==> src/rtl/dec_idex_pipe.sv <==
// Decode-to-execute stage: register bank, ID/EX register, load-use and forward select.
// Optional DEC_IDEX_PERF_EN adds saturating stall/flush event counters.
module dec_idex_pipe #(
    parameter int DATA_W = 32,
    parameter int NREG   = 32,
    parameter int CTRL_W = 16,
    localparam int AW    = $clog2(NREG)
) (
    input  logic              i_clk,
    input  logic              i_nrst,
    input  logic              i_valid,
    input  logic [AW-1:0]     i_addr_rs,
    input  logic [AW-1:0]     i_addr_rt,
    input  logic [AW-1:0]     i_addr_rd,
    input  logic              i_use_rs,
    input  logic              i_use_rt,
    input  logic [CTRL_W-1:0] i_ctrl,
    input  logic [DATA_W-1:0] i_imm,
    input  logic [DATA_W-1:0] i_pc4,
    input  logic              i_flush,
    input  logic              i_ex_hold,
    input  logic              i_E_regwrite,
    input  logic              i_E_memread,
    input  logic [AW-1:0]     i_E_rd,
    input  logic              i_M_regwrite,
    input  logic [AW-1:0]     i_M_rd,
    input  logic              i_W_regwrite,
    input  logic [AW-1:0]     i_W_rd,
    input  logic [DATA_W-1:0] i_W_data,
    output logic              o_stall,
    output logic              o_valid,
    output logic [DATA_W-1:0] o_data_rs,
    output logic [DATA_W-1:0] o_data_rt,
    output logic [DATA_W-1:0] o_data_rs_comb,
    output logic [AW-1:0]     o_addr_rt,
    output logic [AW-1:0]     o_addr_rd,
    output logic [CTRL_W-1:0] o_ctrl,
    output logic [DATA_W-1:0] o_imm,
    output logic [DATA_W-1:0] o_pc4,
    output logic [1:0]        o_fa,
`ifdef DEC_IDEX_PERF_EN
    output logic [1:0]        o_fb,
    output logic [15:0]       o_stall_cnt,
    output logic [15:0]       o_flush_cnt
`else
    output logic [1:0]        o_fb
`endif
);

    logic [DATA_W-1:0] rf [NREG];
    logic [DATA_W-1:0] rs_val;
    logic [DATA_W-1:0] rt_val;
    logic              wr_en;
    logic              lu;
    logic [1:0]        fa_d;
    logic [1:0]        fb_d;

    assign wr_en = i_W_regwrite && (i_W_rd != '0);

    always_ff @(posedge i_clk or negedge i_nrst) begin
        if (!i_nrst) begin
            for (int i = 0; i < NREG; i++) rf[i] <= '0;
        end else if (wr_en && (32'(i_W_rd) < NREG)) begin
            rf[i_W_rd] <= i_W_data;
        end
    end

    // Write-through so decode sees the value retiring this cycle.
    always_comb begin
        rs_val = '0;
        if (i_addr_rs != '0) begin
            if (wr_en && (i_W_rd == i_addr_rs)) rs_val = i_W_data;
            else if (32'(i_addr_rs) < NREG) rs_val = rf[i_addr_rs];
        end
    end

    always_comb begin
        rt_val = '0;
        if (i_addr_rt != '0) begin
            if (wr_en && (i_W_rd == i_addr_rt)) rt_val = i_W_data;
            else if (32'(i_addr_rt) < NREG) rt_val = rf[i_addr_rt];
        end
    end

    assign o_data_rs_comb = rs_val;

    assign lu = i_valid && i_E_memread && (i_E_rd != '0) &&
                ((i_use_rs && (i_E_rd == i_addr_rs)) ||
                 (i_use_rt && (i_E_rd == i_addr_rt)));

    assign o_stall = (lu || i_ex_hold) && !i_flush;

    // E match wins: that result is one stage younger than M's.
    always_comb begin
        fa_d = 2'b00;
        fb_d = 2'b00;
        if (i_use_rs) begin
            if (i_E_regwrite && (i_E_rd != '0) && (i_E_rd == i_addr_rs))
                fa_d = 2'b01;
            else if (i_M_regwrite && (i_M_rd != '0) && (i_M_rd == i_addr_rs))
                fa_d = 2'b10;
        end
        if (i_use_rt) begin
            if (i_E_regwrite && (i_E_rd != '0) && (i_E_rd == i_addr_rt))
                fb_d = 2'b01;
            else if (i_M_regwrite && (i_M_rd != '0) && (i_M_rd == i_addr_rt))
                fb_d = 2'b10;
        end
    end

    always_ff @(posedge i_clk or negedge i_nrst) begin
        if (!i_nrst) begin
            o_valid   <= 1'b0;
            o_data_rs <= '0;
            o_data_rt <= '0;
            o_addr_rt <= '0;
            o_addr_rd <= '0;
            o_ctrl    <= '0;
            o_imm     <= '0;
            o_pc4     <= '0;
            o_fa      <= 2'b00;
            o_fb      <= 2'b00;
        end else if (i_flush || (!i_ex_hold && lu)) begin
            o_valid <= 1'b0;
            o_ctrl  <= '0;
            o_fa    <= 2'b00;
            o_fb    <= 2'b00;
        end else if (!i_ex_hold) begin
            o_valid   <= i_valid;
            o_data_rs <= rs_val;
            o_data_rt <= rt_val;
            o_addr_rt <= i_addr_rt;
            o_addr_rd <= i_addr_rd;
            o_ctrl    <= i_valid ? i_ctrl : '0;
            o_imm     <= i_imm;
            o_pc4     <= i_pc4;
            o_fa      <= fa_d;
            o_fb      <= fb_d;
        end
    end

`ifdef DEC_IDEX_PERF_EN
    always_ff @(posedge i_clk or negedge i_nrst) begin
        if (!i_nrst) begin
            o_stall_cnt <= '0;
            o_flush_cnt <= '0;
        end else begin
            if (o_stall && (o_stall_cnt != 16'hFFFF))
                o_stall_cnt <= o_stall_cnt + 16'd1;
            if (i_flush && (o_flush_cnt != 16'hFFFF))
                o_flush_cnt <= o_flush_cnt + 16'd1;
        end
    end
`endif

endmodule

==> config.mk <==
export PLATFORM = sky130hd
export DESIGN_NAME = dec_idex_pipe
export DESIGN_NICKNAME = d
export VERILOG_FILES = /design/src/rtl/dec_idex_pipe.sv
export SDC_FILE = /design/constraint.sdc
export NUM_CORES = 2
export LEC_CHECK = 0
export ABC_CLOCK_PERIOD_IN_PS = 6300
export CORE_UTILIZATION = 55
export DETAILED_ROUTE_END_ITERATION = 7
export PLACE_DENSITY = 0.74
export SLEW_MARGIN = 20
export SYNTH_ARGS = -nofsm -noshare
export SYNTH_HDL_FRONTEND = slang
export SYNTH_SLANG_ARGS = --single-unit
==> constraint.sdc <==
create_clock -name i_clk -period 6.3 [get_ports i_clk]
set_input_delay 1.575 -clock i_clk [delete_from_list [all_inputs] [get_ports i_clk]]
set_output_delay 1.575 -clock i_clk [all_outputs]
set_load 0.02 [all_outputs]
==> impl_metrics.tcl <==
set metrics [dict create \
    place_inst 5876 \
    comb_power_share 0.208 \
    outcome "finished, final reports clean" \
    worst_ep_arrival_time_ns 4.66 \
    maximum_number_of_pins_on_one_net_before_global_route_repair 145 \
    initial_utilization 0.5556 \
    cts_max_level 4 \
    timing_worst_slew_pin_value_ns 1.255 \
    seq_power_share 0.444 \
    power_frac_clock 0.348 \
    crit_required_ns 4.72 \
    chipHeight_um 334.1 \
    final_antenna_net_count 0 \
    ys_types 47 \
    initial_drt_markers 4865 \
    setup_tns_ns 0 \
    slew_headroom 0.1613 \
    clkTransAtPathRegs_ns 0.06 \
    synthDominantCellAreaShare 0.4881 \
    place_ws_ns 0.02811 \
    cp-end-kind "output pin" \
    routed_via_density 6.840 \
    drive_gt1_frac 0.4156 \
    multi_input_area_mm2 0.02922 \
    std_cell_rows 121 \
    cts-buffers-inserted 131 \
    design_power_total_mw 22.58 \
    timing_worst_setup_path_type "input pin to output pin" \
    layout.area.seq_mm2 0.02960 \
    final.setup.worst_slack_ns 0.06101 \
    buffer_ports.inserted 344 \
    synthesis.yosys.warnings 0 \
    num_vias 41780 \
    io_pins 345 \
    clk_path_buf_depth 3 \
    areaGrowthSynthToFinish_pct 16.25 \
    die_w_um 334.1 \
    antenna_found_initial 4 \
    peakVddDrop_v 0.0002739 \
    netSwitchingPower_mw 6.166 \
    path_max_fanout 34 \
    postSynth.topFlopCell "sky130_fd_sc_hd__dfrtp_1" \
    share_of_async_settable_or_async_resettable_flops_after_synthesis 1.000 \
    timing.final.setup_violations 0 \
    final_nets 4686 \
    synth.yosys.seq_area_share 0.4881 \
    hold_viol_final 0 \
    power_leakage_nw 30.73 \
    route.detailed.drc 0 \
    syn_nets 4473 \
    postCtsSetupBuffers 0 \
    synthesis.area_mm2 0.06065 \
    cts_tree "yes" \
    internal_reg_to_reg_setup_slack_ns 3.88 \
    global_route.usage.total 0.3472 \
    dieArea_mm2 0.1116 \
    grt_overflow 0 \
    number_of_global_route_vias_before_repair 42400 \
    numClockSinks 1183 \
    clockRootBuffer "sky130_fd_sc_hd__clkbuf_16" \
    internal_power_summed_over_all_cells_mw 16.41 \
    synth.avg_cell_area_um2 14.04 \
    finalCritPeriodShare 0.9903 \
    drv.max_cap_violation_count 0 \
    wl_per_cell_um 31.37 \
    dp.final_hpwl_mm 115.7 \
    min_path_type "flop to flop" \
    worst_skew_pair.late_latency_ns 0.75 \
    synth.ff_latch_count 1183 \
    firstDrtPassIters 6 \
    clock.fmax_mhz 160.3 \
    floorplan_core_area_mm2 0.1092 \
    power_density_mw_per_mm2 320.3 \
    fin_skew_ns 0.02975 \
    setup_repair_after_global_routing_missed_its_margin "yes" \
    drt_wl_total_mm 191.6 \
    maxSlewViolCount 0 \
    post_synth_inst_count 4320 \
    swShare 0.2731 \
    final.fill_count 7854 \
    layout.cells.non_filler 6108 \
    critical_path.startpoint_type "input pin" \
    cell_type_with_the_highest_aggregate_area_in_the_netlist "sky130_fd_sc_hd__dfrtp_1" \
    synth-edff-count 0 \
    global_route_wire_length_before_repair_mm 285.1 \
    place.gp.congestion 0.8703 \
    synth_area_leaders "sky130_fd_sc_hd__dfrtp_1 49%, sky130_fd_sc_hd__mux2_2 19%, sky130_fd_sc_hd__mux4_2 16%" \
    time_the_worst_path_needs_with_i_o_delays_and_setup_ns 6.239 \
]
==> registers in the layout (all words and copies together) (netlist names) <==
name       flops
o_data_rt     32
o_addr_rd      5
o_fb           2
o_ctrl        16
o_imm         32
o_pc4         32
rf          1024
o_valid        1
o_data_rs     32
o_fa           2
o_addr_rt      5
==> placed cells by master, fill, tap and decap left out, types with 32 or more instances in the layout <==
master,Yosys,layout
sky130_fd_sc_hd__a211oi_1,57,57
sky130_fd_sc_hd__a21oi_1,114,112
sky130_fd_sc_hd__a221oi_1,39,39
sky130_fd_sc_hd__buf_12,0,35
sky130_fd_sc_hd__buf_4,31,168
sky130_fd_sc_hd__clkbuf_16,0,139
sky130_fd_sc_hd__clkbuf_8,0,32
sky130_fd_sc_hd__clkdlybuf4s50_1,0,333
sky130_fd_sc_hd__dfrtp_1,1183,1183
sky130_fd_sc_hd__mux2_2,1010,1010
sky130_fd_sc_hd__mux2i_1,214,214
sky130_fd_sc_hd__mux4_2,443,443
sky130_fd_sc_hd__nand2_1,323,307
sky130_fd_sc_hd__nand3_1,32,32
sky130_fd_sc_hd__nor2_1,99,80
sky130_fd_sc_hd__o21ai_0,41,41
sky130_fd_sc_hd__o221ai_1,63,63
sky130_fd_sc_hd__o22ai_1,53,53
==> worst max-delay path, cell delays in order <==
cell	delay, ns
sky130_fd_sc_hd__clkdlybuf4s50_1	0.46
sky130_fd_sc_hd__buf_4	0.19
sky130_fd_sc_hd__xor2_1	0.14
sky130_fd_sc_hd__a211oi_1	0.22
sky130_fd_sc_hd__and3_4	0.74
sky130_fd_sc_hd__buf_4	0.28
sky130_fd_sc_hd__a211oi_1	0.06
sky130_fd_sc_hd__a21oi_1	0.30
sky130_fd_sc_hd__nor2_1	0.08
sky130_fd_sc_hd__clkdlybuf4s50_1	0.54
==> what timing repair did <==
action | in CTS | in global routing
setup endpoints to repair | 0 | 22
hold buffers | 0 | 0
gates resized for setup | 0 | 4
==> cell usage after synthesis (41+ instances only) <==
cell,number
sky130_fd_sc_hd__dfrtp_1,1183
sky130_fd_sc_hd__mux2_2,1010
sky130_fd_sc_hd__mux4_2,443
sky130_fd_sc_hd__nand2_1,323
sky130_fd_sc_hd__clkbuf_1,276
sky130_fd_sc_hd__mux2i_1,214
sky130_fd_sc_hd__a21oi_1,114
sky130_fd_sc_hd__buf_2,109
sky130_fd_sc_hd__nor2_1,99
sky130_fd_sc_hd__o221ai_1,63
sky130_fd_sc_hd__a211oi_1,57
sky130_fd_sc_hd__o22ai_1,53
sky130_fd_sc_hd__buf_1,43
sky130_fd_sc_hd__o21ai_0,41
==> through the flow <==
stage / util / hold slack [ns] / area (um2)
finish: 0.6459 / 0.3999 / 70510
global route: 0.6459 / 0.4094 / 70510
CTS: 0.6457 / 0.3957 / 70480
detailed placement: 0.6054 / 0.3833 / 66080
global placement: 0.6054 / 0.3768 / 66080
floorplan: - / 0.4413 / 60650
==> power groups by stage <==
stage | logic, mW | clock network (mW) | registers, mW
final | 4.70 | 7.86 | 10.0
after global routing | 5.00 | 8.23 | 10.2
after CTS | 4.70 | 7.91 | 9.97
after detailed placement | 4.67 | 0 | 10.1
after global placement | 4.55 | 0 | 10.0
after floorplan | 3.13 | 0 | 9.92
==> routing by layer <==
metal | vias to the layer above | part of all wire | track usage
li1 | 16780 | - | -
met2 | 2276 | 0.46 | 0.5302
met4 | 2 | 0.043 | 0.1442
met1 | 22240 | 0.40 | 0.4775
met5 | - | 0.000042 | 0
met3 | 481 | 0.096 | 0.08587
==> logic make-up after synthesis <==
family | synth area share
AO/OA/AOI/OAI | 0.05149
XOR/XNOR | 0.004332
buffers and inverters | 0.03414
flip-flops | 0.4881
multiplexers | 0.3873
AND/OR/NAND/NOR | 0.03460
==> layout make-up <==
type / count / share of cell area
flip-flops and latches: 1183 / 0.4199
multi-input cells: 2665 / 0.4144
repair buffers: 546 / 0.07670
clock buffers: 199 / 0.05707
well taps: 1476 / 0.02619
clock inverters: 30 / 0.005324
inverters: 6 / 0.0003194
diodes: 3 / 0.0001065
==> path summary, 6_finish.rpt <==
path / endpoint / start / cells past startpoint
min in group asynchronous: o_addr_rd[2] / i_nrst / 1
min reg2reg: rf[997] / rf[997] / 0
max reg2reg: o_data_rs[30] / rf[958] / 6
max: o_data_rs_comb[12] / i_W_rd[4] / 10
max in group asynchronous: rf[204] / i_nrst / 2
min: rf[997] / rf[997] / 0
Power figures use the tool's default switching activity.
